[src/rtl/pipe_ctrl_unit_pkg.sv]
// Shared definitions for the pipelined LEGv8 control unit.
//   - opcode prefixes for every decoded instruction class
//   - B.cond condition-code values
//   - ALU operation enum and the control bundle carried from ID into EX
//   - cond_hit(): evaluates a B.cond condition against NZCV
package pipe_ctrl_unit_pkg;

    // Full 11-bit opcodes (instr[31:21])
    localparam logic [10:0] OP_ADDS  = 11'b10101011000;
    localparam logic [10:0] OP_SUBS  = 11'b11101011000;
    localparam logic [10:0] OP_LDUR  = 11'b11111000010;
    localparam logic [10:0] OP_STUR  = 11'b11111000000;
    // Shorter prefixes: remaining opcode bits belong to the immediate
    localparam logic [9:0]  OP_ADDI  = 10'b1001000100;   // instr[31:22]
    localparam logic [9:0]  OP_SUBI  = 10'b1101000100;   // instr[31:22]
    localparam logic [5:0]  OP_B     = 6'b000101;        // instr[31:26]
    localparam logic [7:0]  OP_CBZ   = 8'b10110100;      // instr[31:24]
    localparam logic [7:0]  OP_BCOND = 8'b01010100;      // instr[31:24]

    // B.cond condition codes (instr[3:0]); anything else is never taken
    localparam logic [3:0] COND_EQ = 4'h0;
    localparam logic [3:0] COND_NE = 4'h1;
    localparam logic [3:0] COND_GE = 4'hA;
    localparam logic [3:0] COND_LT = 4'hB;
    localparam logic [3:0] COND_GT = 4'hC;
    localparam logic [3:0] COND_LE = 4'hD;
    localparam logic [3:0] COND_AL = 4'hE;

    typedef enum logic [2:0] {
        ALU_PASSB = 3'b000,
        ALU_ADD   = 3'b010,
        ALU_SUB   = 3'b011
    } aluop_e;

    typedef struct packed {
        logic       reg2loc;
        logic       alusrc;
        logic       alusrc1;
        logic       memtoreg;
        logic       regwri;
        logic       memwri;
        logic       readmem;
        logic       setf;
        logic       is_b;
        logic       is_cbz;
        logic       is_bcond;
        logic       illegal;
        aluop_e     aluop;
        logic [3:0] cond;
        logic [4:0] rd;
    } ctrl_t;

    function automatic logic cond_hit(input logic [3:0] cond,
                                      input logic n, input logic z, input logic v);
        case (cond)
            COND_EQ: cond_hit = z;
            COND_NE: cond_hit = ~z;
            COND_GE: cond_hit = (n == v);
            COND_LT: cond_hit = (n != v);
            COND_GT: cond_hit = ~z & (n == v);
            COND_LE: cond_hit = z | (n != v);
            COND_AL: cond_hit = 1'b1;
            default: cond_hit = 1'b0;
        endcase
    endfunction

endpackage

[src/rtl/pipe_ctrl_unit_if.sv]
// Fetch-side and EX-side signal bundle of the control unit.
//   fetch : in_valid, instr -> in_ready
//   EX    : ex_ready, alu_zero, alu_flags -> out_valid, datapath controls,
//           out_rd, branch resolution, flush, illegal, flags_q, perf counters
// slave modport = the control unit, master modport = its environment.
interface pipe_ctrl_unit_if #(
    parameter int ALUOP_W = 3,
    parameter int CNT_W   = 16
);
    logic               in_valid;
    logic               in_ready;
    logic [31:0]        instr;
    logic               ex_ready;
    logic               alu_zero;
    logic [3:0]         alu_flags;
    logic               out_valid;
    logic               reg2loc;
    logic               alusrc;
    logic               alusrc1;
    logic               memtoreg;
    logic               regwri;
    logic               memwri;
    logic               readmem;
    logic [ALUOP_W-1:0] aluop;
    logic [4:0]         out_rd;
    logic               br_taken;
    logic               uncond_br;
    logic               flush;
    logic               illegal;
    logic [3:0]         flags_q;
    logic [CNT_W-1:0]   stall_cnt;
    logic [CNT_W-1:0]   flush_cnt;

    modport slave (
        input  in_valid, instr, ex_ready, alu_zero, alu_flags,
        output in_ready, out_valid, reg2loc, alusrc, alusrc1, memtoreg, regwri,
               memwri, readmem, aluop, out_rd, br_taken, uncond_br, flush,
               illegal, flags_q, stall_cnt, flush_cnt
    );

    modport master (
        output in_valid, instr, ex_ready, alu_zero, alu_flags,
        input  in_ready, out_valid, reg2loc, alusrc, alusrc1, memtoreg, regwri,
               memwri, readmem, aluop, out_rd, br_taken, uncond_br, flush,
               illegal, flags_q, stall_cnt, flush_cnt
    );
endinterface

[src/rtl/pipe_ctrl_unit_decode.sv]
// Combinational LEGv8 decoder: instruction word -> control bundle.
//   instr : instruction word in ID
//   ctrl  : decoded control bundle; every field not meaningful for the
//           instruction class is 0, unknown opcodes raise illegal only.
module pipe_ctrl_unit_decode
    import pipe_ctrl_unit_pkg::*;
#(
    parameter int HAS_BCOND = 1
) (
    input  logic [31:0] instr,
    output ctrl_t       ctrl
);

    // Operand/immediate fields are not needed to pick the controls.
    logic unused_fields;
    assign unused_fields = ^instr[20:5];

    always_comb begin
        ctrl    = '0;
        ctrl.rd = instr[4:0];
        if (instr[31:21] == OP_ADDS || instr[31:21] == OP_SUBS) begin
            ctrl.regwri = 1'b1;
            ctrl.setf   = 1'b1;
            ctrl.aluop  = (instr[31:21] == OP_ADDS) ? ALU_ADD : ALU_SUB;
        end else if (instr[31:22] == OP_ADDI || instr[31:22] == OP_SUBI) begin
            ctrl.regwri  = 1'b1;
            ctrl.alusrc1 = 1'b1;
            ctrl.aluop   = (instr[31:22] == OP_ADDI) ? ALU_ADD : ALU_SUB;
        end else if (instr[31:21] == OP_LDUR) begin
            ctrl.alusrc   = 1'b1;
            ctrl.readmem  = 1'b1;
            ctrl.memtoreg = 1'b1;
            ctrl.regwri   = 1'b1;
            ctrl.aluop    = ALU_ADD;
        end else if (instr[31:21] == OP_STUR) begin
            ctrl.alusrc  = 1'b1;
            ctrl.memwri  = 1'b1;
            ctrl.reg2loc = 1'b1;
            ctrl.aluop   = ALU_ADD;
        end else if (instr[31:26] == OP_B) begin
            ctrl.is_b = 1'b1;
        end else if (instr[31:24] == OP_CBZ) begin
            // CBZ tests Rt, so the second read port must select instr[4:0]
            ctrl.is_cbz  = 1'b1;
            ctrl.reg2loc = 1'b1;
        end else if (HAS_BCOND != 0 && instr[31:24] == OP_BCOND) begin
            ctrl.is_bcond = 1'b1;
            ctrl.cond     = instr[3:0];
        end else begin
            ctrl.illegal = 1'b1;
        end
    end

endmodule

[src/rtl/pipe_ctrl_unit.sv]
// Pipelined LEGv8 control unit.
//   clk, rst_n : clock (rising edge) and asynchronous active-low reset
//   bus        : slave side of pipe_ctrl_unit_if (fetch handshake in,
//                EX control bundle, branch resolution, flags, counters out)
// Decodes the ID instruction, registers its controls into the EX register,
// resolves branches in EX, keeps NZCV, inserts load-use bubbles and drops
// the ID instruction on a taken branch.
module pipe_ctrl_unit
    import pipe_ctrl_unit_pkg::*;
#(
    parameter int ALUOP_W   = 3,
    parameter int HAS_BCOND = 1,
    parameter int CNT_W     = 16
) (
    input  logic          clk,
    input  logic          rst_n,
    pipe_ctrl_unit_if.slave bus
);

    ctrl_t            dec;
    ctrl_t            ex_reg;
    logic             out_valid_reg;
    logic [3:0]       flags_reg;
    logic [CNT_W-1:0] stall_cnt_reg;
    logic [CNT_W-1:0] flush_cnt_reg;

    logic hazard, stall, flush, adv, br_taken, load_real;

    pipe_ctrl_unit_decode #(.HAS_BCOND(HAS_BCOND)) u_decode (
        .instr (bus.instr),
        .ctrl  (dec)
    );

    always_comb begin
        // Rn is compared for every ID instruction (conservative: may stall a
        // branch needlessly, never misses a real dependency).
        hazard = out_valid_reg & ex_reg.readmem & (ex_reg.rd != 5'd31) & bus.in_valid &
                 ((ex_reg.rd == bus.instr[9:5]) |
                  (dec.setf & (ex_reg.rd == bus.instr[20:16])) |
                  ((dec.memwri | dec.is_cbz) & (ex_reg.rd == bus.instr[4:0])));
        br_taken = out_valid_reg &
                   (ex_reg.is_b |
                    (ex_reg.is_cbz & bus.alu_zero) |
                    (ex_reg.is_bcond & cond_hit(ex_reg.cond, flags_reg[3], flags_reg[2], flags_reg[0])));
        flush     = out_valid_reg & br_taken & bus.ex_ready;
        adv       = ~out_valid_reg | bus.ex_ready;
        stall     = hazard & ~flush;   // a flush overrides any stall
        load_real = adv & bus.in_valid & ~stall & ~flush;
    end

    always_ff @(posedge clk or negedge rst_n) begin
        if (!rst_n) begin
            ex_reg        <= '0;
            out_valid_reg <= 1'b0;
            flags_reg     <= '0;
            stall_cnt_reg <= '0;
            flush_cnt_reg <= '0;
        end else begin
            if (adv) begin
                ex_reg        <= load_real ? dec : '0;
                out_valid_reg <= load_real;
            end
            // Flags commit when the setting instruction leaves EX, so the
            // instruction right behind it already sees them.
            if (out_valid_reg && ex_reg.setf && bus.ex_ready)
                flags_reg <= bus.alu_flags;
            if (stall && stall_cnt_reg != '1)
                stall_cnt_reg <= stall_cnt_reg + CNT_W'(1);
            if (flush && flush_cnt_reg != '1)
                flush_cnt_reg <= flush_cnt_reg + CNT_W'(1);
        end
    end

    assign bus.in_ready  = (~stall & adv) | flush;
    assign bus.out_valid = out_valid_reg;
    assign bus.reg2loc   = ex_reg.reg2loc;
    assign bus.alusrc    = ex_reg.alusrc;
    assign bus.alusrc1   = ex_reg.alusrc1;
    assign bus.memtoreg  = ex_reg.memtoreg;
    assign bus.regwri    = ex_reg.regwri;
    assign bus.memwri    = ex_reg.memwri;
    assign bus.readmem   = ex_reg.readmem;
    assign bus.aluop     = ALUOP_W'(ex_reg.aluop);
    assign bus.out_rd    = ex_reg.rd;
    assign bus.br_taken  = br_taken;
    assign bus.uncond_br = ex_reg.is_b;
    assign bus.flush     = flush;
    assign bus.illegal   = ex_reg.illegal;
    assign bus.flags_q   = flags_reg;
    assign bus.stall_cnt = stall_cnt_reg;
    assign bus.flush_cnt = flush_cnt_reg;

endmodule

[src/flat_wrapper.sv]
// flat-port wrapper written by rule: the top's interface ports become plain ports
module pipe_ctrl_unit_flat import pipe_ctrl_unit_pkg::*;
#(
    parameter int ALUOP_W   = 3,
    parameter int HAS_BCOND = 1,
    parameter int CNT_W     = 16
)
  (clk, rst_n, bus_in_valid, bus_instr, bus_ex_ready, bus_alu_zero, bus_alu_flags, bus_in_ready, bus_out_valid, bus_reg2loc, bus_alusrc, bus_alusrc1, bus_memtoreg, bus_regwri, bus_memwri, bus_readmem, bus_aluop, bus_out_rd, bus_br_taken, bus_uncond_br, bus_flush, bus_illegal, bus_flags_q, bus_stall_cnt, bus_flush_cnt);
  pipe_ctrl_unit_if #(.ALUOP_W(ALUOP_W), .CNT_W(CNT_W)) bus_i ();
  input  logic clk;
  input  logic rst_n;
  input wire logic [$bits(bus_i.in_valid)-1:0] bus_in_valid;
  input wire logic [$bits(bus_i.instr)-1:0] bus_instr;
  input wire logic [$bits(bus_i.ex_ready)-1:0] bus_ex_ready;
  input wire logic [$bits(bus_i.alu_zero)-1:0] bus_alu_zero;
  input wire logic [$bits(bus_i.alu_flags)-1:0] bus_alu_flags;
  output wire logic [$bits(bus_i.in_ready)-1:0] bus_in_ready;
  output wire logic [$bits(bus_i.out_valid)-1:0] bus_out_valid;
  output wire logic [$bits(bus_i.reg2loc)-1:0] bus_reg2loc;
  output wire logic [$bits(bus_i.alusrc)-1:0] bus_alusrc;
  output wire logic [$bits(bus_i.alusrc1)-1:0] bus_alusrc1;
  output wire logic [$bits(bus_i.memtoreg)-1:0] bus_memtoreg;
  output wire logic [$bits(bus_i.regwri)-1:0] bus_regwri;
  output wire logic [$bits(bus_i.memwri)-1:0] bus_memwri;
  output wire logic [$bits(bus_i.readmem)-1:0] bus_readmem;
  output wire logic [$bits(bus_i.aluop)-1:0] bus_aluop;
  output wire logic [$bits(bus_i.out_rd)-1:0] bus_out_rd;
  output wire logic [$bits(bus_i.br_taken)-1:0] bus_br_taken;
  output wire logic [$bits(bus_i.uncond_br)-1:0] bus_uncond_br;
  output wire logic [$bits(bus_i.flush)-1:0] bus_flush;
  output wire logic [$bits(bus_i.illegal)-1:0] bus_illegal;
  output wire logic [$bits(bus_i.flags_q)-1:0] bus_flags_q;
  output wire logic [$bits(bus_i.stall_cnt)-1:0] bus_stall_cnt;
  output wire logic [$bits(bus_i.flush_cnt)-1:0] bus_flush_cnt;
  assign bus_i.in_valid = bus_in_valid;
  assign bus_i.instr = bus_instr;
  assign bus_i.ex_ready = bus_ex_ready;
  assign bus_i.alu_zero = bus_alu_zero;
  assign bus_i.alu_flags = bus_alu_flags;
  assign bus_in_ready = bus_i.in_ready;
  assign bus_out_valid = bus_i.out_valid;
  assign bus_reg2loc = bus_i.reg2loc;
  assign bus_alusrc = bus_i.alusrc;
  assign bus_alusrc1 = bus_i.alusrc1;
  assign bus_memtoreg = bus_i.memtoreg;
  assign bus_regwri = bus_i.regwri;
  assign bus_memwri = bus_i.memwri;
  assign bus_readmem = bus_i.readmem;
  assign bus_aluop = bus_i.aluop;
  assign bus_out_rd = bus_i.out_rd;
  assign bus_br_taken = bus_i.br_taken;
  assign bus_uncond_br = bus_i.uncond_br;
  assign bus_flush = bus_i.flush;
  assign bus_illegal = bus_i.illegal;
  assign bus_flags_q = bus_i.flags_q;
  assign bus_stall_cnt = bus_i.stall_cnt;
  assign bus_flush_cnt = bus_i.flush_cnt;
  pipe_ctrl_unit #(.ALUOP_W(ALUOP_W), .HAS_BCOND(HAS_BCOND), .CNT_W(CNT_W)) u_core (.clk(clk), .rst_n(rst_n), .bus(bus_i));
endmodule
[config.mk]
export PLATFORM = sky130hd
export DESIGN_NAME = pipe_ctrl_unit_flat
export DESIGN_NICKNAME = d
export VERILOG_FILES = /design/src/rtl/pipe_ctrl_unit_pkg.sv /design/src/rtl/pipe_ctrl_unit_if.sv /design/src/rtl/pipe_ctrl_unit_decode.sv /design/src/rtl/pipe_ctrl_unit.sv /design/src/flat_wrapper.sv
export SDC_FILE = /design/constraint.sdc
export NUM_CORES = 1
export LEC_CHECK = 0
export BUFFER_PORTS_ARGS = -buffer_cell sky130_fd_sc_hd__buf_2
export CAP_MARGIN = 15
export CORE_MARGIN = 1.5
export CORE_UTILIZATION = 40
export DETAILED_ROUTE_END_ITERATION = 10
export GPL_ROUTABILITY_DRIVEN = 1
export PLACE_DENSITY_LB_ADDON = 0.08
export SLEW_MARGIN = 10
export SYNTH_ARGS = -nofsm -noshare
export SYNTH_HDL_FRONTEND = slang
export SYNTH_SLANG_ARGS = --single-unit
[constraint.sdc]
create_clock -name clk -period 6.95 [get_ports clk]
set_input_delay 1.39 -clock clk [delete_from_list [all_inputs] [get_ports clk]]
set_output_delay 1.39 -clock clk [all_outputs]
set_load 0.02 [all_outputs]
* Yosys cells after proc, flatten, opt, wreduce, memory -nomap -nowiden
Cells that the tools add are included.
** Storage, ports and cells
- Register bits :: 61
- Input port bits :: 41
** Cells by class
- Eq/ne operators :: 23
- Bitwise operators :: 29
- Reductions and logical operators :: 7
- $add $sub $neg :: 2
- Mux-type cells :: 42
** Operators by type and width (number)
- 4-bit two-way mux :: 12
- 11-bit == test, second input constant :: 4
- 16-bit by 1-bit adder with 16-bit output, second input constant :: 2
- 16-bit inequality test, second input constant :: 2
- 24-bit two-way mux :: 1
- 10-bit == test, second input constant :: 2
- 4-bit == test, second input constant :: 5
- 1-bit two-way mux :: 18
- 1-bit bitwise AND :: 17
- 2-bit two-way mux :: 8
- 5-bit == test :: 3
- 8-bit by 7-bit == test with 1-bit output, second input constant :: 1
- 8-bit == test, second input constant :: 1
- 1-bit bitwise OR :: 8
- 1-bit one-hot mux with 7 select lines :: 1
- 6-bit by 3-bit == test with 1-bit output, second input constant :: 1
- 3-bit two-way mux :: 2
- 5-bit inequality test, second input constant :: 1
- 4-bit by 1-bit == test with 1-bit output, second input constant :: 1
- 1-bit logical AND :: 4
- 4-bit zero test :: 1
- 1-bit inverter :: 4
- 1-bit logical OR :: 2
- 1-bit == test :: 1
- 1-bit inequality test :: 1

* Logic depth before layout (Yosys ltp)
Gate-level depths: netlist (run 1).
- Word-level depth :: 17
- Gate-level depth with buffers :: 9
- Depth with buffers taken out :: 8

* Hierarchy
Synthesis (run 1) repeated with hierarchy kept, for this count alone.
** Second synthesis, totals
- Cells, all modules :: 314
- Area, all modules :: 3379.5 µm²
** Modules (own cells, without submodules)
- pipe_ctrl_unit :: sequential area each 1526.5 µm², cells an instance 277, area each 3090.5 µm², times used 1
- pipe_ctrl_unit_decode :: sequential area each 0.0 µm², cells an instance 37, area each 289.0 µm², times used 1

* Least setup slack after synthesis (run 1)
Ideal clock, no wire load.
- Path type :: input to output
- Start :: input port bus_instr[21]
- End :: output port bus_in_ready
- Path slack :: 2.845 ns
- Arrival time :: 2.715 ns
- Path buffers :: 0
- Stages :: 5
- Path through :: or4b_4 nor4_2 o211ai_1 o221ai_2 a21oi_1
** Between the ends
- Word-level cells in the longest chain between the ends :: 13
** RTL lines
- start, declared :: RTL line flat_wrapper.sv:13 : input wire logic [$bits(bus_i.instr)-1:0] bus_instr;
- 11-bit == test :: RTL line pipe_ctrl_unit_decode.sv:35 : end else if (instr[31:21] == OP_STUR) begin
- 1-bit two-way mux or 4-bit two-way mux (tied branches) :: RTL line pipe_ctrl_unit_decode.sv:35
- 1-bit two-way mux or 4-bit two-way mux (tied branches) :: RTL line pipe_ctrl_unit_decode.sv:29 : end else if (instr[31:21] == OP_LDUR) begin
- 2-bit two-way mux or 4-bit two-way mux (tied branches) :: RTL line pipe_ctrl_unit_decode.sv:25 : end else if (instr[31:22] == OP_ADDI || instr[31:22] == OP_SUBI) begin
- 2-bit two-way mux or 4-bit two-way mux (tied branches) :: RTL line pipe_ctrl_unit_decode.sv:21 : if (instr[31:21] == OP_ADDS || instr[31:21] == OP_SUBS) begin
- 1-bit bitwise OR :: RTL line pipe_ctrl_unit.sv:40 : ((dec.memwri | dec.is_cbz) & (ex_reg.rd == bus.instr[4:0])));
- 1-bit bitwise AND :: RTL line pipe_ctrl_unit.sv:40
- 1-bit bitwise OR (*) :: RTL line pipe_ctrl_unit.sv:39 : (dec.setf & (ex_reg.rd == bus.instr[20:16])) |
- 1-bit bitwise AND (*) :: RTL line pipe_ctrl_unit.sv:37 : hazard = out_valid_reg & ex_reg.readmem & (ex_reg.rd != 5'd31) & bus.in_valid &
- 1-bit bitwise AND (*) :: RTL line pipe_ctrl_unit.sv:47 : stall = hazard & ~flush;
- 1-bit inverter (*) :: RTL line pipe_ctrl_unit.sv:74 : assign bus.in_ready = (~stall & adv) | flush;
- 1-bit bitwise AND (*) :: RTL line pipe_ctrl_unit.sv:74
- 1-bit bitwise OR (*) :: RTL line pipe_ctrl_unit.sv:74
- end, declared :: RTL line flat_wrapper.sv:17 : output wire logic [$bits(bus_i.in_ready)-1:0] bus_in_ready;
Mark *: on every way between the ends. The rest lies on a longest branch, timed or not.

* Worst setup path in the final report (run 1)
Ends and elaborated chain as after synthesis.

==> impl_results.rst, run 1 <==
.. list-table::
   :header-rows: 1

   * - Metric
     - Value
   * - Hold-fix buffer count after cts
     - 0
   * - Maximum number of buffers from clock root to sink
     - 2
   * - Worst setup path class
     - in2out
   * - Average via count per standard cell
     - approximately 5.2
   * - Pre-antenna DRT Iters
     - 4
   * - Ratio of total power to cell area
     - around 190 mW/mm²
   * - Final-report hold violation count
     - 0
   * - Power after layout
     - around 0.73 mW
   * - Combinational group share of total power
     - roughly 8.9%
   * - Cts repair resizes
     - 0
   * - Fmax
     - between 200 and 250 MHz
   * - Critical-path cell with the highest stage delay
     - sky130_fd_sc_hd__or4b_4
   * - Most used flip-flop cell after synthesis
     - sky130_fd_sc_hd__dfrtp_1
   * - Area growth from synthesis to layout
     - 21.3%
   * - Post-synthesis area per instance
     - between 10 and 15 µm²
   * - Drt initial violations
     - 128
   * - Met1 Track Usage GR
     - roughly 26%
   * - Share of post-route cells with drive strength above 1
     - between 30% and 40%
   * - Crit-path most repeated cell
     - sky130_fd_sc_hd__buf_2
   * - Count of endpoints failing setup in the final report
     - 0
   * - Die span in y
     - 92.6 µm
   * - CTS H-Tree Depth
     - 3
   * - Antenna fix cells
     - 0
   * - Setup Fix Bufs, Post-CTS
     - 0
   * - Maximum ir drop on the vdd rail
     - roughly 0.00010 V
   * - Switching share of power
     - ~25%
   * - Average wire per cell in the routed design
     - 14.5 µm
   * - Worst-path fanout max
     - 4
   * - Run status
     - finished, final reports clean
   * - Total non-filler cell area in the finished layout
     - 0.00389 mm²
   * - Post-Route Hold Slack
     - approximately 0.46 ns
   * - Initial antenna violation count
     - 0
   * - Most used routing layer in global routing
     - met2
   * - Number of global-route vias before repair
     - approximately 2.5k
   * - Number of flops mapped to enable cells by yosys
     - 0
   * - Global-route wire length before repair
     - about 12000 µm
   * - Post-synthesis cell count
     - between 300 and 400
   * - Area fraction of the dominant cell type after synthesis
     - around 46%
   * - Initial Util
     - between 40% and 50%
   * - Crit path required time
     - 5.56 ns
   * - Detailed-route via count
     - about 2.6k
   * - Sum Neg Setup Slack
     - 0 ns
   * - Max-cap check violation count
     - 0
   * - Residual antenna-violating net count after detailed routing
     - 0
   * - Unique cell type count in the Yosys netlist
     - 54
   * - Post-DP HPWL
     - between 5000 and 6000 µm
   * - Internal power
     - around 0.55 mW
   * - Clock input transition at the sequential cells of the worst setup and hold paths
     - around 0.070 ns
   * - Clk network pwr share
     - between 40% and 50%
   * - # rows
     - 32
   * - Minimum clock period
     - around 4.4 ns
   * - Top area cells in the synthesized netlist
     - sky130_fd_sc_hd__dfrtp_1, sky130_fd_sc_hd__xnor2_1, sky130_fd_sc_hd__xor2_1, sky130_fd_sc_hd__a22o_1, sky130_fd_sc_hd__nand2_1
   * - Number of I/O port buffers
     - 90
   * - Insertion delay to the later sink of the worst-skew pair
     - between 0.3 and 0.4 ns
   * - Core area
     - a little under 0.008 mm²
   * - Total standard cell area after synthesis
     - between 0.003 and 0.004 mm²
   * - Area after DPL
     - about 0.0037 mm²
   * - Worst Slack Setup Final
     - approximately 2.5 ns
   * - Worst clock skew
     - ~0.014 ns
   * - Floorplan die width
     - around 90 µm
   * - Global placement routability congestion
     - 0.785
   * - Sw power
     - 0.182 mW
   * - I/O pins
     - around 100
   * - Cts bufs inserted
     - 9
   * - Number of synthesis warnings
     - 0
   * - Share of total power in sequential cells
     - 49.0%
   * - FFs w/ async S/R, synth
     - 100%
   * - Longest individual stage delay on the worst path
     - approximately 0.54 ns
   * - Post-route DRC violation count
     - 0
   * - Length in cells of the worst reg-to-reg path
     - 7
   * - CP startpoint kind
     - input pin
   * - Overflow left after global routing
     - 0
   * - Pleak
     - roughly 2.0 nW
   * - Met3 usage
     - 3.86%
   * - Most area-hungry cell type in the Yosys netlist
     - sky130_fd_sc_hd__dfrtp_1
   * - Hold path cells
     - 2
   * - Max-slew headroom
     - between 40% and 50%
   * - Net Count, Synth
     - approximately 350
   * - Clock tree from TritonCTS
     - done
   * - Unrepaired setup endpoints after global routing
     - false
   * - All-Layer GR Usage
     - between 10% and 20%
   * - Synth Register Bits
     - 59
   * - Most common library cells after synthesis
     - sky130_fd_sc_hd__dfrtp_1, sky130_fd_sc_hd__nand2_1, sky130_fd_sc_hd__xnor2_1, sky130_fd_sc_hd__xor2_1, sky130_fd_sc_hd__nand3_1
   * - Type of the tightest min-delay check
     - reg2reg
   * - Final wirelength
     - between 7000 and 8000 µm
   * - Count of nets after finishing
     - about 440
   * - Arrival time worst endpoint
     - between 3 and 4 ns
   * - Nature of the critical path endpoint
     - primary output
   * - Portion of the post-synthesis area used by sequential elements
     - a little under half
   * - Dominant cell by count in the synthesized netlist
     - sky130_fd_sc_hd__dfrtp_1
   * - Overall die area
     - between 0.008 and 0.009 mm²
   * - Clock root cell
     - sky130_fd_sc_hd__clkbuf_8
   * - Final worst path period share
     - roughly 64%
   * - Actual transition at the worst max-transition pin
     - around 0.76 ns
   * - Post-Place Worst Slack
     - 2.51 ns
   * - Worst path cell trace
     - buf_2 -> or4b_4 -> nor4_2 -> o211ai_1 -> o221ai_2 -> a21oi_1 -> buf_2
   * - Pin count of the biggest net entering global routing
     - 60
   * - Count of clock tree sinks
     - around 60
   * - Met2 global-route usage
     - between 20% and 30%
   * - Slew Viols, Final
     - 0
[layer usage]
metal  wire (µm)  vias to the layer above
li1            -                     1274
met1        3540                     1236
met2        3220                       78
met3         409                        9
met4         108                        0
met5           0                        -
[logic make-up (layout without fill, tap and decap cells)]
family	after synthesis	in the layout	synth area share (%)
AOI/OAI and AO/OA	41	41	10.8
xor gates and xnor gates	44	44	12.0
adders and majority gates	2	2	0.779
buffers and inverters	30	118	4.71
DFF	59	59	46.0
muxes	8	8	3.04
other	1	1	0.117
and+or+nand+nor	126	126	22.6
[power groups by stage]
stage / combinational, mW / clock [mW] / sequential, mW
after CTS: 0.0661 / 0.317 / 0.357
after floorplan: 0.0394 / 0 / 0.362
after detailed placement: 0.0659 / 0 / 0.364
final: 0.0648 / 0.307 / 0.357
after global routing: 0.0725 / 0.333 / 0.358
after global placement: 0.0655 / 0 / 0.364
[worst max-delay path, delay by kind of cell]
| family | cells | cell delay, ns |
|---|---|---|
| AOI/OAI and AO/OA | 3 | 0.57 |
| and+or+nand+nor | 2 | 0.79 |
| buffers and inverters | 2 | 0.28 |
[cell type report]
| type | count | area, µm² |
|---|---|---|
| Fill cell | 772 | 3870 |
| Multi-Input combinational cell | 222 | 1590 |
| Sequential cell | 59 | 1480 |
| Timing Repair Buffer | 93 | 473 |
| Clock buffer | 11 | 141 |
| Tap cell | 102 | 128 |
| Clock inverter | 5 | 52.6 |
| Inverter | 9 | 33.8 |
[cell usage in the layout, fill, tap and decap left out, types with 2 or more instances in the layout]
cell,instances
sky130_fd_sc_hd__a21oi_1,5
sky130_fd_sc_hd__a22o_1,12
sky130_fd_sc_hd__a32o_1,7
sky130_fd_sc_hd__and3_1,7
sky130_fd_sc_hd__buf_2,90
sky130_fd_sc_hd__buf_4,3
sky130_fd_sc_hd__clkbuf_8,10
sky130_fd_sc_hd__clkinv_2,3
sky130_fd_sc_hd__dfrtp_1,59
sky130_fd_sc_hd__ha_1,2
sky130_fd_sc_hd__inv_1,9
sky130_fd_sc_hd__mux2_2,5
sky130_fd_sc_hd__mux2_4,2
sky130_fd_sc_hd__nand2_1,25
sky130_fd_sc_hd__nand2b_1,2
sky130_fd_sc_hd__nand3_1,18
sky130_fd_sc_hd__nand3_2,2
sky130_fd_sc_hd__nand4_1,9
sky130_fd_sc_hd__nor2_1,16
sky130_fd_sc_hd__nor2b_1,2
sky130_fd_sc_hd__nor3_1,15
sky130_fd_sc_hd__nor4_1,3
sky130_fd_sc_hd__nor4_2,3
sky130_fd_sc_hd__o211ai_1,3
sky130_fd_sc_hd__o21ai_0,4
sky130_fd_sc_hd__o31ai_1,2
sky130_fd_sc_hd__or2_2,3
sky130_fd_sc_hd__or3_1,5
sky130_fd_sc_hd__or4b_1,2
sky130_fd_sc_hd__xnor2_1,24
sky130_fd_sc_hd__xor2_1,20
[path summary, 6_finish.rpt]
| kind | from | end | slack (ns) |
|---|---|---|---|
| setup / recovery | bus_instr[21] | bus_in_ready | 2.52 |
| hold / removal | u_core.bus.alusrc1 | u_core.bus.alusrc1 | 0.46 |
| setup reg to reg | u_core.ex_reg[6] | u_core.bus.flush_cnt[1] | 4.48 |
| hold reg to reg | u_core.bus.alusrc1 | u_core.bus.alusrc1 | 0.46 |
| max in group asynchronous | rst_n | u_core.bus.memwri | 5.24 |
| min in group asynchronous | rst_n | u_core.bus.out_rd[1] | 1.21 |
[stage by stage]
| stage | util [%] | instances |
|---|---|---|
| after CTS | 50.1 | 501 |
| after global routing | 50.1 | 501 |
| final | 50.1 | 501 |
| after floorplan | - | 311 |
| after detailed placement | 47.6 | 485 |
| after global placement | 47.6 | 485 |
Power figures use the tool's default switching activity.
==> run 2, diff against run 1 <==
==> constraint.sdc (replaced) <==
create_clock -name clk -period 4.4 [get_ports clk]
set_input_delay 0.88 -clock clk [delete_from_list [all_inputs] [get_ports clk]]
set_output_delay 0.88 -clock clk [all_outputs]
set_load 0.02 [all_outputs]
==> run 2 against run 1 <==
Compared with the run above: clock power increased by 41%; worst hold slack improved by 0.0027 ns; count of clock-buffer cells in the layout stayed put; critical endpoint unchanged; largest cell class unchanged; sequential share of layout area up 0.20 points; sequential cell count unchanged; cell count shrank 0.20%; register-to-register slack lost 2.6 ns; critical path depth did not move; non-clock buffer count grew 1; critical path type unchanged; wire length up 0.81%; global-route usage fell by 0.056 points; die area is the same.
==> impl_results.rst, run 2 (synthesized netlist as in run 1, its figures left out) <==
.. list-table::
   :header-rows: 1

   * - Metric
     - Value
   * - Global-route wire length before repair
     - 12000 µm (was 12200 µm)
   * - Area growth from synthesis to layout
     - 20.6% (was 21.3%)
   * - Most common cell after layout, fill and taps aside
     - sky130_fd_sc_hd__buf_2 (unchanged)
   * - Final worst path period share
     - between 70 and 80%
   * - Combined area of the multi-input logic cells
     - 0.00159 mm² (unchanged)
   * - Clock tree from TritonCTS
     - done (unchanged)
   * - Critical Path Stages
     - 7 (unchanged)
   * - Residual antenna-violating net count after detailed routing
     - 0 (unchanged)
   * - Max-cap check violation count
     - 0 (unchanged)
   * - Worst clock skew
     - 0.0120 ns (was 0.0136 ns)
   * - Detailed-route via count
     - 2608 (was 2597)
   * - Clock root cell
     - sky130_fd_sc_hd__clkbuf_8 (unchanged)
   * - Longest individual stage delay on the worst path
     - 0.53 ns (was 0.54 ns)
   * - I/O pins
     - 98 (unchanged)
   * - Worst-path fanout max
     - 4 (unchanged)
   * - Die span in y
     - 92.6 µm (unchanged)
   * - Minimum clock period
     - 3.41 ns
   * - Initial Util
     - 41.3% (unchanged)
   * - Drt initial violations
     - 84 (was 128)
   * - Count of nets after finishing
     - 438 (was 437)
   * - Cts bufs inserted
     - 9 (unchanged)
   * - Actual transition at the worst max-transition pin
     - 0.736 ns (was 0.756 ns)
   * - Setup Fix Bufs, Post-CTS
     - 0 (unchanged)
   * - Final-report hold violation count
     - 0 (unchanged)
   * - Fillers
     - 752 (was 772)
   * - Core area
     - 0.00777 mm² (unchanged)
   * - Worst Slack Setup Final
     - 0.995 ns (was 2.52 ns)
   * - Fmax
     - a little under 300 MHz
   * - Insertion delay to the later sink of the worst-skew pair
     - 0.33 ns (was 0.34 ns)
   * - Initial antenna violation count
     - 0 (unchanged)
   * - Share of post-route cells with drive strength above 1
     - 32.9% (was 32.8%)
   * - CP startpoint kind
     - input pin (unchanged)
   * - Final wirelength
     - 7330 µm (was 7270 µm)
   * - Post-Place Worst Slack
     - 0.966 ns (was 2.51 ns)
   * - Nature of the critical path endpoint
     - primary output (unchanged)
   * - Maximum ir drop on the vdd rail
     - 0.000182 V (was 0.000101 V)
   * - Antenna fix cells
     - 0 (unchanged)
   * - Total non-filler cell area in the finished layout
     - 0.00387 mm² (was 0.00389 mm²)
   * - Post-DP HPWL
     - 5470 µm (was 5320 µm)
   * - Floorplan die width
     - 92.6 µm (unchanged)
   * - Critical-path cell with the highest stage delay
     - sky130_fd_sc_hd__or4b_4 (unchanged)
   * - # rows
     - 32 (unchanged)
   * - Crit path required time
     - 3.52 ns (was 5.56 ns)
   * - Crit-path most repeated cell
     - sky130_fd_sc_hd__buf_2 (unchanged)
   * - Pleak
     - 1.95 nW (was 1.96 nW)
   * - Most frequent cells in the layout
     - sky130_fd_sc_hd__buf_2, sky130_fd_sc_hd__dfrtp_1, sky130_fd_sc_hd__nand2_1, sky130_fd_sc_hd__xnor2_1, sky130_fd_sc_hd__xor2_1 (unchanged)
   * - Run status
     - finished, final reports clean (unchanged)
   * - Hold path cells
     - 2 (unchanged)
   * - Type of the tightest min-delay check
     - reg2reg (unchanged)
   * - Number of global-route vias before repair
     - 2444 (was 2470)
   * - Maximum number of buffers from clock root to sink
     - 2 (unchanged)
   * - Arrival time worst endpoint
     - 2.53 ns (was 3.04 ns)
   * - Area after DPL
     - 0.00371 mm² (was 0.00370 mm²)
   * - Slew Viols, Final
     - 0 (unchanged)
   * - Average via count per standard cell
     - 5.22 (was 5.18)
   * - Hold-fix buffer count after cts
     - 0 (unchanged)
   * - CTS H-Tree Depth
     - 3 (unchanged)
   * - Clock input transition at the sequential cells of the worst setup and hold paths
     - 0.07 ns (about the same)
   * - Pin count of the biggest net entering global routing
     - 35 (was 60)
   * - Worst reg2reg setup slack
     - 1.92 ns (was 4.48 ns)
   * - Post-route DRC violation count
     - 0 (unchanged)
   * - Number of I/O port buffers
     - 90 (unchanged)
   * - Count of clock tree sinks
     - 59 (unchanged)
   * - Unrepaired setup endpoints after global routing
     - false (unchanged)
   * - Overall die area
     - 0.00858 mm² (unchanged)
   * - Worst path cell trace
     - buf_2 -> or4b_4 -> nor4_2 -> o211ai_1 -> o221ai_2 -> a21oi_1 -> buf_2 (unchanged)
   * - Length in cells of the worst reg-to-reg path
     - 7 (unchanged)
   * - All-Layer GR Usage
     - 18.1% (was 18.2%)
   * - Count of endpoints failing setup in the final report
     - 0 (unchanged)
   * - Max-slew headroom
     - 50.2% (was 49.6%)
   * - Sum Neg Setup Slack
     - 0 ns (unchanged)
   * - Overflow left after global routing
     - 0 (unchanged)
   * - Global placement routability congestion
     - 0.790 (was 0.785)
   * - Average wire per cell in the routed design
     - 14.7 µm (was 14.5 µm)
   * - Worst setup path class
     - in2out (unchanged)
   * - Cts repair resizes
     - 0 (unchanged)
   * - Sequential cell area in the final layout
     - 0.00148 mm² (unchanged)
   * - Ratio of total power to cell area
     - 284 mW/mm² (was 187 mW/mm²)
   * - CP delay by family, top
     - simple AND/OR/NAND/NOR gates (unchanged)
   * - Pre-antenna DRT Iters
     - 4 (unchanged)
   * - Number of buffer and inverter instances along the worst setup path
     - 2 (unchanged)
## run 2: worst min-delay path: stages, from the launching register on
cell	delay (ns)
sky130_fd_sc_hd__dfrtp_1	0.34
sky130_fd_sc_hd__nand2_1	0.05
sky130_fd_sc_hd__nand2_1	0.05
## run 2: layout make-up
cell class              instances  share of cell area (%)
multi-input cells             222                    41.0
clock inverters                 3                   0.387
clock buffers                  11                    3.91
repair buffers                 94                    12.4
flip-flops and latches         59                    38.1
well taps                     102                    3.29
inverters                       9                   0.872
## run 2: final timing paths
path | startpoint | endpoint
setup / recovery | bus_instr[21] | bus_in_ready
hold / removal | u_core.bus.alusrc1 | u_core.bus.alusrc1
setup reg to reg | u_core.ex_reg[6] | u_core.bus.flush_cnt[1]
hold reg to reg | u_core.bus.alusrc1 | u_core.bus.alusrc1
max in group asynchronous | rst_n | u_core.bus.stall_cnt[4]
min in group asynchronous | rst_n | u_core.bus.flush_cnt[15]
## run 2: where the power goes
| group | switching [mW] | internal [mW] |
|---|---|---|
| logic | 0.0623 | 0.0408 |
| clock network | 0.208 | 0.226 |
| registers | 0.0138 | 0.551 |
## run 2: through the flow
step	instances	power, mW	utilization [%]	hold slack [ns]
final	500	1.10	49.9	0.465
after global routing	500	1.14	49.9	0.498
after CTS	500	1.11	49.9	0.470
after detailed placement	486	0.679	47.7	0.456
after global placement	486	0.678	47.7	0.448
after floorplan	311	0.634	-	0.449
## run 2: metal layers
| metal | wire [µm] | vias to the layer above | global-route usage [%] |
|---|---|---|---|
| met1 | 3580 | 1251 | 25.4 |
| met5 | 0 | - | 0 |
| met2 | 3270 | 67 | 26.8 |
| met4 | 116 | 0 | 7.69 |
| li1 | - | 1280 | - |
| met3 | 372 | 10 | 4.02 |
==> run 3, diff against run 2 <==
==> constraint.sdc (replaced) <==
create_clock -name clk -period 3 [get_ports clk]
set_input_delay 0.6 -clock clk [delete_from_list [all_inputs] [get_ports clk]]
set_output_delay 0.6 -clock clk [all_outputs]
set_load 0.02 [all_outputs]
==> run 3 against run 2 <==
Compared with the run above: die area stayed put; largest power group unchanged; clock power increased by 60%; wire length barely moved.
==> impl_results.rst, run 3 (synthesized netlist as in run 1, its figures left out) <==
.. list-table::
   :header-rows: 1

   * - Metric
     - Value
   * - Post-route DRC violation count
     - 0 (unchanged)
   * - Run status
     - finished, final reports clean (unchanged)
   * - Hold-fix buffer count after cts
     - 0 (unchanged)
   * - Final wirelength
     - 7330 µm (about the same)
   * - Minimum clock period
     - 2.87 ns
   * - Antenna fix cells
     - 0 (unchanged)
   * - Cts bufs inserted
     - 9 (unchanged)
   * - Longest individual stage delay on the worst path
     - 0.54 ns (was 0.53 ns)
   * - All-Layer GR Usage
     - 18.3% (was 18.1%)
   * - Count of clock tree sinks
     - 59 (unchanged)
   * - Arrival time worst endpoint
     - 2.27 ns (was 2.53 ns)
   * - Worst path cell trace
     - or4b_1 -> a21oi_1 -> nor3_1 -> nor3_1 -> nor2_1 -> a21oi_1 -> buf_2 (was buf_2 -> or4b_4 -> nor4_2 -> o211ai_1 -> o221ai_2 -> a21oi_1 -> buf_2)
   * - Worst setup path class
     - reg2out (was in2out)
   * - Core area
     - 0.00777 mm² (unchanged)
   * - Average wire per cell in the routed design
     - 14.5 µm (was 14.7 µm)
   * - Final worst path period share
     - ~96%
   * - Number of global-route vias before repair
     - 2451 (was 2444)
   * - Share of post-route cells with drive strength above 1
     - 33.3% (was 32.9%)
   * - Nature of the critical path endpoint
     - primary output (unchanged)
   * - Setup Fix Bufs, Post-CTS
     - 0 (unchanged)
   * - # rows
     - 32 (unchanged)
   * - Count of nets after finishing
     - 442 (was 438)
   * - Most common cell after layout, fill and taps aside
     - sky130_fd_sc_hd__buf_2 (unchanged)
   * - Clock root cell
     - sky130_fd_sc_hd__clkbuf_8 (unchanged)
   * - CP startpoint kind
     - register (was input pin)
   * - Number of cells in the design after placement
     - 490 (was 486)
   * - Fillers
     - 763 (was 752)
   * - Critical-path cell with the highest stage delay
     - sky130_fd_sc_hd__or4b_1 (was sky130_fd_sc_hd__or4b_4)
   * - Max-slew headroom
     - 49.2% (was 50.2%)
   * - Maximum ir drop on the vdd rail
     - 0.000263 V (was 0.000182 V)
   * - Global placement routability congestion
     - 0.801 (was 0.790)
   * - Maximum number of buffers from clock root to sink
     - 2 (unchanged)
   * - CP delay by family, top
     - simple AND/OR/NAND/NOR gates (unchanged)
   * - Floorplan die width
     - 92.6 µm (unchanged)
   * - Power after layout
     - 1.67 mW (was 1.10 mW)
   * - Overall die area
     - 0.00858 mm² (unchanged)
   * - Worst clock skew
     - 0.00550 ns (was 0.0120 ns)
   * - Clock tree from TritonCTS
     - done (unchanged)
   * - Count of endpoints failing setup in the final report
     - 0 (unchanged)
   * - Insertion delay to the later sink of the worst-skew pair
     - 0.34 ns (was 0.33 ns)
   * - Pre-antenna DRT Iters
     - 4 (unchanged)
   * - I/O pins
     - 98 (unchanged)
   * - Number of I/O port buffers
     - 90 (unchanged)
   * - Actual transition at the worst max-transition pin
     - 0.761 ns (was 0.736 ns)
   * - CTS H-Tree Depth
     - 3 (unchanged)
   * - Slew Viols, Final
     - 0 (unchanged)
   * - Pleak
     - 1.98 nW (was 1.95 nW)
   * - Final-report hold violation count
     - 0 (unchanged)
   * - Fmax
     - 348 MHz
   * - Residual antenna-violating net count after detailed routing
     - 0 (unchanged)
   * - Initial Util
     - 41.3% (unchanged)
   * - Global-route wire length before repair
     - 12000 µm (unchanged)
   * - Post-DP HPWL
     - 5450 µm (was 5470 µm)
   * - Drt initial violations
     - 112 (was 84)
   * - Met1 Track Usage GR
     - 24.6% (was 25.4%)
   * - Die span in y
     - 92.6 µm (unchanged)
   * - Most used routing layer in global routing
     - met2 (unchanged)
   * - Fin cells
     - 504 (was 500)
   * - Ratio of total power to cell area
     - 427 mW/mm² (was 284 mW/mm²)
   * - Most frequent cells in the layout
     - sky130_fd_sc_hd__buf_2, sky130_fd_sc_hd__dfrtp_1, sky130_fd_sc_hd__nand2_1, sky130_fd_sc_hd__xnor2_1, sky130_fd_sc_hd__xor2_1 (unchanged)
   * - Cts repair resizes
     - 0 (unchanged)
   * - Area growth from synthesis to layout
     - 22.0% (was 20.6%)
   * - Clock input transition at the sequential cells of the worst setup and hold paths
     - 0.06 ns (was 0.07 ns)
   * - Initial antenna violation count
     - 0 (unchanged)
   * - Met2 global-route usage
     - 27.5% (was 26.8%)
   * - Final core utilization
     - 50.5% (was 49.9%)
   * - Average via count per standard cell
     - 5.22 (about the same)
   * - Overflow left after global routing
     - 0 (unchanged)
   * - Detailed-route via count
     - 2630 (was 2608)
   * - Post-Route Hold Slack
     - 0.408 ns (was 0.465 ns)
   * - Type of the tightest min-delay check
     - in2async (was reg2reg)
   * - Number of buffer and inverter instances along the worst setup path
     - 1 (was 2)
   * - Pin count of the biggest net entering global routing
     - 60 (was 35)
   * - Max-cap check violation count
     - 0 (unchanged)
   * - Unrepaired setup endpoints after global routing
     - true (was false)
   * - Met3 usage
     - 6.08% (was 4.02%)
   * - Crit path required time
     - 2.40 ns (was 3.52 ns)
   * - Sum Neg Setup Slack
     - 0 ns (unchanged)
   * - Worst-path fanout max
     - 10 (was 4)
## run 3: final cells by class
cell class	instances	area [µm²]	share of cell area [%]
clock buffer	11	141	3.61
clock inverter	3	40.0	1.02
inverter	9	33.8	0.862
multi-input combinational	222	1590	40.6
sequential	59	1480	37.7
tap	102	128	3.26
timing repair buffer	98	510	13.0
## run 3: through the flow
stage | setup WS (ns) | cell area (µm²)
after floorplan | 0.475 | 3210
after global placement | 0.258 | 3740
after detailed placement | 0.195 | 3740
after CTS | 0.113 | 3920
after global routing | -0.0175 | 3920
final | 0.130 | 3920
## run 3: worst reg2reg max path, stage by stage (launching register included)
cell and delay [ns]:
sky130_fd_sc_hd__dfrtp_1 0.47, sky130_fd_sc_hd__or4b_1 0.54, sky130_fd_sc_hd__a21oi_1 0.17, sky130_fd_sc_hd__nor3_1 0.08, sky130_fd_sc_hd__o21ai_1 0.30, sky130_fd_sc_hd__and2b_1 0.21
sky130_fd_sc_hd__buf_4 0.17, sky130_fd_sc_hd__nand3_2 0.09, sky130_fd_sc_hd__mux2_4 0.30
## run 3: power by group
| group | switching (mW) | internal (mW) |
|---|---|---|
| clock | 0.300 | 0.394 |
| combinational | 0.0905 | 0.0599 |
| sequential | 0.0210 | 0.808 |
| total | 0.412 | 1.26 |
## run 3: layer usage
metal  vias up  part of all wire (%)
li1       1288                     -
met1      1260                    47
met2        75                    46
met3         7                   6.2
met4         0                   1.2
met5         -                     0
## run 3: final timing paths
kind                                          from                  endpoint  slack (ns)  depth (start not counted)
worst max-delay path              u_core.ex_reg[6]              bus_in_ready        0.13                          7
worst min-delay path                         rst_n   u_core.bus.stall_cnt[0]        0.41                          2
worst max register to register    u_core.ex_reg[6]  u_core.bus.flush_cnt[12]        0.56                          8
worst min register to register  u_core.bus.alusrc1        u_core.bus.alusrc1        0.48                          2
max in group asynchronous                    rst_n         u_core.ex_reg[13]        2.08                          2
min in group clk                u_core.bus.alusrc1        u_core.bus.alusrc1        0.48                          2
